**src/rtl/csa_seq_add_ctrl_pkg.sv**
```systemverilog
// Shared ALU definitions: controller state encoding and adder slice width.
package csa_seq_add_ctrl_pkg;

    localparam int unsigned SLICE_W = 8;

    localparam logic [1:0] ST_IDLE = 2'd0;
    localparam logic [1:0] ST_RUN  = 2'd1;
    localparam logic [1:0] ST_DONE = 2'd2;

    typedef enum logic [1:0] {
        StIdle = ST_IDLE,
        StRun  = ST_RUN,
        StDone = ST_DONE
    } state_e;

endpackage

```
**src/rtl/csa_8_bits.sv**
```systemverilog
// 8-bit carry-select adder slice: ripple low half, upper half precomputed for both carries.
module csa_8_bits
    import csa_seq_add_ctrl_pkg::*;
(
    input  logic [SLICE_W-1:0] a,
    input  logic [SLICE_W-1:0] b,
    input  logic               cin,
    output logic [SLICE_W-1:0] sum,
    output logic               cout
);

    localparam int unsigned H = SLICE_W / 2;

    logic [H:0] lo;
    logic [H:0] hi0;
    logic [H:0] hi1;

    assign lo  = {1'b0, a[H-1:0]} + {1'b0, b[H-1:0]} + {{H{1'b0}}, cin};
    assign hi0 = {1'b0, a[SLICE_W-1:H]} + {1'b0, b[SLICE_W-1:H]};
    assign hi1 = {1'b0, a[SLICE_W-1:H]} + {1'b0, b[SLICE_W-1:H]} + {{H{1'b0}}, 1'b1};

    // Low-half carry only selects between the two precomputed upper results.
    assign {cout, sum} = lo[H] ? {hi1, lo[H-1:0]} : {hi0, lo[H-1:0]};

endmodule

```
**src/rtl/csa_seq_add_ctrl.sv**
```systemverilog
// Wide add/subtract sequencer reusing one 8-bit carry-select slice, one byte per cycle, LSB first.
module csa_seq_add_ctrl
    import csa_seq_add_ctrl_pkg::*;
#(
    parameter  int unsigned NBYTES = 4,
    localparam int unsigned W      = SLICE_W * NBYTES
) (
    input  logic         clk,
    input  logic         rst,
    input  logic         in_valid,
    output logic         in_ready,
    input  logic [W-1:0] a,
    input  logic [W-1:0] b,
    input  logic         sub,
    input  logic         c_in,
    output logic [W-1:0] sum,
    output logic         c_out,
    output logic         ovf,
    output logic         out_valid,
    input  logic         out_ready
);

    localparam int unsigned        IDX_W    = $clog2(NBYTES);
    localparam logic [IDX_W-1:0]   LAST_IDX = IDX_W'(NBYTES - 1);

    state_e                          state_q;
    logic [NBYTES-1:0][SLICE_W-1:0]  a_q;
    logic [NBYTES-1:0][SLICE_W-1:0]  b_q;
    logic [NBYTES-1:0][SLICE_W-1:0]  sum_q;
    logic [IDX_W-1:0]                idx_q;
    logic                            carry_q;
    logic                            c_out_q;
    logic                            ovf_q;
    logic                            out_valid_q;

    logic [SLICE_W-1:0] slice_a;
    logic [SLICE_W-1:0] slice_b;
    logic [SLICE_W-1:0] slice_sum;
    logic               slice_cout;

    // b_q already holds the inverted operand for subtraction.
    assign slice_a = a_q[idx_q];
    assign slice_b = b_q[idx_q];

    csa_8_bits u_slice (
        .a    (slice_a),
        .b    (slice_b),
        .cin  (carry_q),
        .sum  (slice_sum),
        .cout (slice_cout)
    );

    always_ff @(posedge clk) begin
        if (rst) begin
            state_q     <= StIdle;
            a_q         <= '0;
            b_q         <= '0;
            sum_q       <= '0;
            idx_q       <= '0;
            carry_q     <= 1'b0;
            c_out_q     <= 1'b0;
            ovf_q       <= 1'b0;
            out_valid_q <= 1'b0;
        end else begin
            unique case (state_q)
                StIdle: begin
                    if (in_valid) begin
                        a_q     <= a;
                        b_q     <= sub ? ~b : b;
                        carry_q <= sub ? 1'b1 : c_in;
                        idx_q   <= '0;
                        state_q <= StRun;
                    end
                end
                StRun: begin
                    sum_q[idx_q] <= slice_sum;
                    carry_q      <= slice_cout;
                    if (idx_q == LAST_IDX) begin
                        c_out_q     <= slice_cout;
                        // Operand signs agree but the result sign differs.
                        ovf_q       <= (slice_a[SLICE_W-1] == slice_b[SLICE_W-1]) &&
                                       (slice_sum[SLICE_W-1] != slice_a[SLICE_W-1]);
                        out_valid_q <= 1'b1;
                        idx_q       <= '0;
                        state_q     <= StDone;
                    end else begin
                        idx_q <= idx_q + 1'b1;
                    end
                end
                StDone: begin
                    if (out_ready) begin
                        out_valid_q <= 1'b0;
                        state_q     <= StIdle;
                    end
                end
                default: state_q <= StIdle;
            endcase
        end
    end

    assign in_ready  = (state_q == StIdle);
    assign sum       = sum_q;
    assign c_out     = c_out_q;
    assign ovf       = ovf_q;
    assign out_valid = out_valid_q;

endmodule

```
**config.mk**
```make
export PLATFORM = sky130hd
export DESIGN_NAME = csa_seq_add_ctrl
export DESIGN_NICKNAME = d
export VERILOG_FILES = /design/src/rtl/csa_seq_add_ctrl_pkg.sv /design/src/rtl/csa_8_bits.sv /design/src/rtl/csa_seq_add_ctrl.sv
export SDC_FILE = /design/constraint.sdc
export NUM_CORES = 1
export LEC_CHECK = 0
export ABC_AREA = 1
export CAP_MARGIN = 5
export CORE_ASPECT_RATIO = 0.6
export CORE_MARGIN = 5
export CORE_UTILIZATION = 51
export DETAILED_ROUTE_END_ITERATION = 16
export GPL_TIMING_DRIVEN = 0
export PLACE_DENSITY_LB_ADDON = 0.12
export SYNTH_ARGS = -nofsm -noshare
export SYNTH_HDL_FRONTEND = slang
export SYNTH_SLANG_ARGS = --single-unit
```
**constraint.sdc**
```tcl
create_clock -name clk -period 3.2 [get_ports clk]
set_input_delay 0.8 -clock clk [delete_from_list [all_inputs] [get_ports clk]]
set_output_delay 0.8 -clock clk [all_outputs]
set_load 0.02 [all_outputs]
```
* After elaboration in Yosys (flattened, before gate mapping)
Index checks and enable logic that the tools add are counted.
** Storage, ports and cells
- Register bits :: 104
- Latch bits :: 0
- Memory bits (writable) :: 0
- Logic and storage cells :: 66
- Output and inout bits :: 36
- Memory bits (read-only) :: 0
- Input bits :: 70
- Memories kept :: 0
** Cells by class
- Bitwise logic cells :: 1
- Eq/ne operators :: 8
- Div/mod/pow operators :: 0
- Magnitude comparators :: 2
- Reductions and logical operators :: 10
- Shift operators :: 0
- $add $sub $neg :: 5
- Multipliers :: 0
- Multiplexer cells :: 22
** Operators by type and width (count)
- binary-select mux 8 bit (select 2 bit) :: 2
- bitwise mux 32 bit :: 1
- two-way mux 32 bit :: 1
- NOT 32 bit :: 1
- two-way mux 8 bit :: 3
- demux 8 bit (select 2 bit) :: 1
- adder 4 x 4 -> 5 bit :: 2
- two-way mux 2 bit :: 5
- two-way mux 9 bit :: 1
- != test 2 bit, second input constant :: 3
- case mux 2 bit (3 select lines) :: 1
- AND reduction 2 bit :: 3
- AND reduction 3 bit :: 2
- adder 5 x 1 -> 5 bit :: 1
- adder 5 x 1 -> 5 bit, second input constant :: 1
- equality test 2 bit, second input constant :: 2
- two-way mux 1 bit :: 4
- case mux 1 bit (2 select lines) :: 2
- case mux 2 bit (2 select lines) :: 1
- nonzero test 2 bit :: 2
- < comparator 2 x 3 -> 1 bit, second input constant :: 1
- adder 2 x 1 -> 2 bit, second input constant :: 1
- equality test 2 x 1 -> 1 bit, second input constant :: 1
- >= comparator 2 x 1 -> 1 bit, second input constant :: 1
- other kinds (4) :: 5

* Longest topological paths before layout
Gate-level depths: netlist (run 1).
- Depth after elaboration :: 7
- Mapped depth :: 20
- Depth with buffers taken out :: 17

* Modules after synthesis
From an unflattened synthesis (run 1), not the netlist that was laid out.
** Unflattened totals
- Cells, all modules :: 648
- Area total of the unflattened synthesis :: 5101.1 sq um
** Modules (own cells, without submodules)
- csa_seq_add_ctrl :: sequential area each 2082.0 sq um, area each 4687.0 sq um, cells an instance 585, times used 1
- csa_8_bits :: sequential area each 0.0 sq um, area each 414.1 sq um, cells an instance 63, times used 1

* Worst setup path before layout (run 1)
Ideal clock, no wire load.
- Path type :: reg-to-reg
- Start :: register idx_q[0]
- End :: register ovf_q, in the netlist ovf
- Data required time :: 3.067 ns
- Path slack :: 0.485 ns
- Cell stages (with the launch flop) :: 18
- Library setup time :: 0.133 ns
- Data arrival time :: 2.582 ns
- Buffers on the path :: 2
- Period minus slack after synthesis :: 2.715 ns
- Path through :: dfxtp_1 -> buf_4 -> inv_2 -> clkbuf_1 -> nand2_1 -> a32o_1 -> fa_1 -> fa_1 -> inv_1 -> nand3_1 -> nand2_2 -> nand2_1 -> nor2_1 -> nand2_1 -> nand2_1 -> nand2_1 -> nand3_1 -> a21oi_1
** On the way
- Cells in the longest elaborated chain, start to end :: 7
- Elaborated cells on any way between the ends :: 14
- Classes of those cells :: add/sub (4); eq/ne (3); mux (5); reduce/logical (2)
** Ends and longest elaborated chain
- from (decl) :: line csa_seq_add_ctrl.sv:30 : logic [IDX_W-1:0] idx_q;
- from (signal assigned) :: line csa_seq_add_ctrl.sv:87 : idx_q <= idx_q + 1'b1;
- binary-select mux 8 bit (select 2 bit), on equally long branches :: line csa_seq_add_ctrl.sv:42, csa_seq_add_ctrl.sv:43
- two-way mux 8 bit, on equally long branches :: line csa_seq_add_ctrl.sv:42, csa_seq_add_ctrl.sv:43
- adder 4 x 4 -> 5 bit, on equally long branches :: line csa_8_bits.sv:19, csa_8_bits.sv:20, csa_8_bits.sv:18
- adder 5 x 1 -> 5 bit, on equally long branches :: line csa_8_bits.sv:20, csa_8_bits.sv:18
- two-way mux 9 bit :: line csa_8_bits.sv:23 : assign {cout, sum} = lo[H] ? {hi1, lo[H-1:0]} : {hi0, lo[H-1:0]};
- != test 1 bit :: line csa_seq_add_ctrl.sv:82 : (slice_sum[SLICE_W-1] != slice_a[SLICE_W-1]);
- logical AND 1 bit :: line csa_seq_add_ctrl.sv:81 : ovf_q <= (slice_a[SLICE_W-1] == slice_b[SLICE_W-1]) &&
- to (signal assigned) :: line csa_seq_add_ctrl.sv:81
- to (decl) :: line csa_seq_add_ctrl.sv:33 : logic ovf_q;
Parallel ways exist; a longest one is shown, timed or not. The select of a mux whose other input is x is not followed.
A chain may end at the register's enable or synchronous reset.

* Final worst setup path (run 1)
- Start :: register idx_q[0]
- End :: register c_out_q, in the netlist c_out
** On the way
- Cells in the longest elaborated chain, start to end :: 5
- Elaborated cells on any way between the ends :: 11
- Classes of those cells :: add/sub (4); eq/ne (1); mux (5); reduce/logical (1)
** Ends and longest elaborated chain
- binary-select mux 8 bit (select 2 bit), on equally long branches :: line csa_seq_add_ctrl.sv:42, csa_seq_add_ctrl.sv:43
- two-way mux 8 bit, on equally long branches :: line csa_seq_add_ctrl.sv:42, csa_seq_add_ctrl.sv:43
- adder 4 x 4 -> 5 bit, on equally long branches :: line csa_8_bits.sv:19, csa_8_bits.sv:20, csa_8_bits.sv:18
- adder 5 x 1 -> 5 bit, on equally long branches :: line csa_8_bits.sv:20, csa_8_bits.sv:18
- two-way mux 9 bit :: line csa_8_bits.sv:23
- to (signal assigned) :: line csa_seq_add_ctrl.sv:79 : c_out_q <= slice_cout;
- to (decl) :: line csa_seq_add_ctrl.sv:32 : logic c_out_q;
Parallel ways exist; a longest one is shown, timed or not. The select of a mux whose other input is x is not followed.

==> run_results.csv, run 1 <==
group,metric,value,unit
floorplan,row_count,28,
route,drt_first_pass_iters,5,
floorplan,start_util,51.6,%
floorplan,die_x,138,microns
pwr,p_sw_share,29.9,%
sta,finalSetupTns,0,ns
clocking,worstSkewPairLatency,0.34,ns
place,hpwl,11.2,mm
route,route.detailed.drc,0,
clocking,cts_root_buf,"clkbuf_16",
sta,hold_ws,0.464,ns
floorplan,core_area,9740,sq um
setup_path,crit_chain,"buf_4 > inv_2 > buf_6 > buf_4 > nor2_1 > o22ai_1 > ha_1 > inv_1 > fa_1 > inv_1 > ha_1 > nand2_1 > nor2_2 > nand2_1 > nand2_1 > nand3_1 > o211ai_1 > inv_1",
sta,fmax,0.323,GHz
yosys,syn_nets,707,
status,outcome,"complete, no violations",
yosys,synthDistinctLibCells,34,
yosys,syn-cell-area,5020,sq um
clocking,ctsHoldBuffers,0,
setup_path,r2r-start,"idx_q[0]",
yosys,yosysWarnings,0,
clocking,cts_tree,"built",
setup_path,cp_slowest_cell,"fa_1",
grt,antenna_found_initial,0,
cells_and_area,fillers,825,
yosys,synth_edf_count,0,
clocking,clk_path_buf_depth,2,
setup_path,cp.arrival,3.33,ns
cells_and_area,multiInputGateArea,2480,sq um
cells_and_area,antennaDiodeCount,0,
clocking,clkSinkCount,104,
sta,min_period,3.10,ns
sta,slew_viol_final,0,
setup_path,crit_path_max_incr_delay,0.50,ns
cells_and_area,syn_to_final_growth,31.1,%
hold_path,min_path_type,"flop to flop",
cells_and_area,mostFrequentLayoutCells,"nor2_1, dfxtp_1, clkdlybuf4s50_1",
clocking,h-tree-depth,3,
route,drt_iter0_drc,392,
sta,skew,0.00629,ns
route,vias,4801,
pwr,ir_drop,0.312,mV
cells_and_area,fin_nets,823,
setup_path,crit_start,"idx_q[0]",
setup_path,crit_type,"flop to flop",
cells_and_area,layout_commonest_cell,"nor2_1",
setup_path,crit_path_max_fanout,11,
setup_path,required,3.43,ns
yosys,ys_async_sr_fraction,0,%
route,wl_per_cell,16.8,microns
yosys,syn_area_per_cell,8.07,sq um
yosys,ys.flop_type,"dfxtp_1",
grt,grt_pass1_wl,23.5,mm
grt,overflow,0,
flow_run,max_cap_viol_count,0,
clocking,cts_made_buffers,9,
place,port_buffers,103,
sta,finalSetupViolations,0,
cells_and_area,final_core_utilization,67.6,%
yosys,yosysSeqAreaShare,41.5,%
cells_and_area,drive_above_1_share,11.1,%
cells_and_area,register_area,2080,sq um
route,wl,14.7,mm
floorplan,dieArea,12000,sq um
yosys,syn_inst,622,
sta,tightest_slew,0.657,ns
grt,grt_usage,24.3,%
sta,hold_viol_final,0,
route,antenna_left,0,
place,gp_congestion,0.877,
setup_path,critPathLaunchType,"flop",
floorplan,ios,106,
grt,grt_pass1_vias,4770,
pwr,p_sw,1.04,mW
pwr,power_density,531,nW/um^2
pwr,pwr-share-seq,41.4,%
pwr,leakage,2.74,nW
pwr,comb_power_share,25.0,%
pwr,p_int,2.45,mW
setup_path,endpoint_kind,"flop",
hold_path,holdCritStartpoint,"a_q[7]",
pwr,p_clk_share,33.7,%
sta,slew_headroom,56.2,%
sta,fin_crit_sh,96.8,%
grt,grt_start_max_net_pins,17,
route,vias_per_cell,5.47,
floorplan,fp.dieH,86.9,microns
yosys,ys_ff_latch,104,
clocking,clk_pin_slew,0.07,ns
-- synth_stat cells, types with 2 or more instances --
cell,count,area share [%]
inv_2,5,0.37
buf_4,2,0.30
dfxtp_1,104,41
nand2_1,42,3.1
ha_1,12,3.0
buf_6,12,2.7
o21ai_1,6,0.60
o21bai_1,16,2.4
fa_1,3,1.2
xnor2_1,30,5.2
clkbuf_1,15,1.1
o21ai_0,86,8.6
xor2_1,5,0.87
a21oi_1,41,4.1
o211ai_1,2,0.30
nand2_4,5,1.1
nand3_1,12,1.2
a32oi_1,4,0.70
o21a_1,2,0.30
a211oi_2,14,3.5
buf_2,12,1.2
o22ai_1,9,1.1
inv_1,45,3.4
nor2_1,115,8.6
a211oi_1,14,2.1
-- logic make-up after synthesis --
family	share of synthesized area, %
AOI/OAI and AO/OA	23.8
and+or+nand+nor	15.1
DFF	41.5
buffers and inverters	9.34
xor gates and xnor gates	6.10
adders and majority gates	4.19
-- state kept, by name, summed over array words and instances, names as in the netlist --
| signal | cells |
|---|---|
| a_q | 32 |
| b_q | 32 |
| c_out | 1 |
| carry_q | 1 |
| idx_q | 2 |
| out_valid | 1 |
| ovf | 1 |
| state_q | 2 |
| sum | 32 |
-- routing by layer --
layer  wire length, microns  track usage (%)  vias up
li1                       -                -     2294
met1                   6530             32.9     2247
met3                   1270             5.54       20
met4                    144             5.56        0
met2                   6770             40.3      240
met5                      0                0        -
-- power groups by stage --
stage	registers [mW]	clock network [mW]	logic [mW]
final	1.45	1.18	0.872
after global routing	1.45	1.23	0.953
after CTS	1.44	1.18	0.840
after detailed placement	1.47	0	0.834
after global placement	1.47	0	0.803
after floorplan	1.48	0	0.520
-- per-stage QoR --
step	instances	total power, mW	setup WS, ns	area [sq um]
4_1_cts	875	3.46	0.0470	6550
2_1_floorplan	622	2.00	0.485	5020
5_1_grt	877	3.64	-0.0225	6580
6_report	877	3.49	0.101	6580
3_3_place_gp	860	2.27	0.0486	6220
3_5_place_dp	860	2.31	-0.102	6220
-- area by class of cell --
class | instances | area share, %
timing repair buffer | 105 | 15.9
clock inverter | 5 | 1.24
clock buffer | 10 | 3.63
sequential | 104 | 31.6
tap | 135 | 2.57
buffer | 42 | 4.35
inverter | 52 | 3.02
multi-input combinational | 424 | 37.7
-- path summary, 6_finish.rpt --
kind              slack (ns)  cells past startpoint     end
setup / recovery        0.10                     18   c_out
hold / removal          0.46                      2  a_q[7]
setup reg to reg        0.10                     18   c_out
hold reg to reg         0.46                      2  a_q[7]
-- what timing repair did --
item | 4_1_cts | 5_1_grt
resized for setup | 3 | 18
hold endpoints to repair | 0 | 0
buffers inserted | 0 | 2
endpoints found under the setup margin | 3 | 15
pin swaps | 0 | 2
-- critical path: cells and delay by family (launching register included) --
kind            cells  cell delay (ns)
buf+inv             7             0.88
fa+ha+maj           3             0.88
simple gates        6             0.56
compound gates      2             0.34
flops               1             0.33
Note: power is estimated with default switching activity, not from simulation.
==> run 2, diff against run 1 <==
Settings changed: GPL_ROUTABILITY_DRIVEN set to 0.
==> results of run 2 <==
Final layout, timing and power as in run 1 (identical DEF).
==> run 3, diff against run 2 <==
Settings changed: CELL_PAD_IN_SITES_DETAIL_PLACEMENT set to 1, CELL_PAD_IN_SITES_GLOBAL_PLACEMENT set to 2, CORE_UTILIZATION 51 to 30, SKIP_CTS_REPAIR_TIMING set to 1.
==> run 3 against run 2 <==
Routed wire length is 16% higher. Via count is 3.2% lower. Register-to-register slack better by 0.07 ns. Die area is 63% higher. Sequential share of layout area is 0.44 points lower. Clock power is 8% lower. Cell area is 1.4% higher. Largest power group unchanged. Highest routed layer unchanged.
==> run_results.csv, run 3 (synthesis results as in run 1) <==
group,metric,value,unit
sta,fmax,0.330,GHz
clocking,h-tree-depth,3,
cells_and_area,antennaDiodeCount,0,
cells_and_area,final_core_utilization,40.8,%
setup_path,required,3.42,ns
cells_and_area,syn_to_final_growth,32.9,%
clocking,cts_root_buf,"clkbuf_16",
sta,min_period,3.03,ns
cells_and_area,layout_commonest_cell,"nor2_1",
cells_and_area,fin_nets,821,
floorplan,ios,106,
sta,skew,0.00776,ns
grt,grt_usage,18.0,%
route,vias,4649,
floorplan,start_util,30.7,%
pwr,ir_drop,0.204,mV
cells_and_area,mostFrequentLayoutCells,"nor2_1, dfxtp_1, clkdlybuf4s50_1",
grt,antenna_found_initial,0,
clocking,clkSinkCount,104,
clocking,cts_tree,"built",
floorplan,fp.dieH,110,microns
clocking,worstSkewPairLatency,0.35,ns
place,hpwl,13.4,mm
pwr,p_int,2.29,mW
clocking,clk_pin_slew,0.07,ns
sta,tightest_slew,0.652,ns
sta,slew_headroom,56.5,%
sta,finalSetupTns,0,ns
hold_path,min_path_type,"flop to flop",
pwr,p_sw_share,33.3,%
cells_and_area,drive_above_1_share,11.3,%
place,port_buffers,103,
route,drt_iter0_drc,259,
place,placed_cells,953,
floorplan,dieArea,19500,sq um
route,vias_per_cell,4.80,
sta,finalSetupViolations,0,
route,wl_per_cell,17.6,microns
cells_and_area,final_cells,969,
cells_and_area,design_area,6680,sq um
sta,postLayoutSetupSlackWorst,0.167,ns
route,route.detailed.drc,0,
grt,overflow,0,
setup_path,critPathLaunchType,"flop",
grt,grt_pass1_vias,5020,
pwr,p_clk_share,31.5,%
pwr,power_density,514,nW/um^2
pwr,p_sw,1.14,mW
setup_path,cp.arrival,3.25,ns
pwr,leakage,2.72,nW
place,postPlaceCellArea,6340,sq um
setup_path,endpoint_kind,"flop",
setup_path,crit_path_max_fanout,10,
place,pre_cts_slack,-0.203,ns
status,outcome,"complete, no violations",
flow_run,max_cap_viol_count,0,
sta,slew_viol_final,0,
route,wl,17.1,mm
pwr,comb_power_share,26.3,%
pwr,pwr-share-seq,42.2,%
floorplan,core_area,16400,sq um
sta,fin_crit_sh,94.8,%
grt,grt_pass1_wl,27.0,mm
clocking,cts_made_buffers,9,
sta,hold_viol_final,0,
setup_path,crit_type,"flop to flop",
route,drt_first_pass_iters,4,
clocking,clk_path_buf_depth,2,
floorplan,die_x,177,microns
floorplan,row_count,36,
grt,grt_start_max_net_pins,19,
route,antenna_left,0,
[run 3: cell types whose count changed in the layout (fill, tap and decap cells not counted), moves of 2 or more]
cell and change:
buf_4 -3, bufinv_16 -2, inv_6 +2, nand2_2 -2, nand2_4 +2
[run 3: worst max-delay path, cell delays in order, from the launching register on]
cell and delay [ns]:
dfxtp_2 0.34, buf_6 0.14, inv_2 0.08, buf_4 0.19, nand2_1 0.07, a32o_1 0.25, fa_1 0.44, fa_1 0.42
inv_1 0.08, nand3_1 0.11, nand2_4 0.14, nand2_1 0.07, nor2_1 0.11, nand2_1 0.12, nand2_4 0.12, nand2_1 0.07
nand3_1 0.08, a21oi_1 0.06
[run 3: final timing paths]
| check | cells after the start | end | start | slack (ns) |
|---|---|---|---|---|
| worst max-delay path | 17 | ovf | idx_q[0] | 0.17 |
| worst min-delay path | 2 | b_q[24] | b_q[24] | 0.46 |
| worst min register to register | 2 | b_q[24] | b_q[24] | 0.46 |
| worst max register to register | 17 | ovf | idx_q[0] | 0.17 |
[run 3: per-stage QoR]
stage | hold WS (ns) | power (mW)
floorplan | 0.424 | 2.00
global placement | 0.442 | 2.32
detailed placement | 0.453 | 2.35
CTS | 0.463 | 3.43
global route | 0.482 | 3.61
finish | 0.459 | 3.43
[run 3: power groups by stage]
stage          clock, mW  sequential (mW)  combinational [mW]
2_1_floorplan          0             1.48               0.520
4_1_cts             1.10             1.45               0.882
5_1_grt             1.15             1.46               0.998
3_5_place_dp           0             1.48               0.876
6_report            1.08             1.45               0.900
3_3_place_gp           0             1.48               0.848
[run 3: final cells by class]
| type | instances | area [sq um] |
|---|---|---|
| fill | 1975 | 9680 |
| multi-input combinational | 424 | 2500 |
| sequential | 104 | 2080 |
| timing repair buffer | 103 | 1030 |
| buffer | 42 | 292 |
| tap | 228 | 285 |
| clock buffer | 9 | 225 |
| inverter | 52 | 199 |
| clock inverter | 7 | 55.1 |
[run 3: metal layers]
layer	global-route usage, %	part of all wire [%]	vias to the layer above	routed length (microns)
met1	25.2	49	2250	8360
met2	28.5	43	93	7360
li1	-	-	2292	-
met3	4.64	7.3	14	1250
met4	3.04	0.75	0	129
met5	0	0	-	0
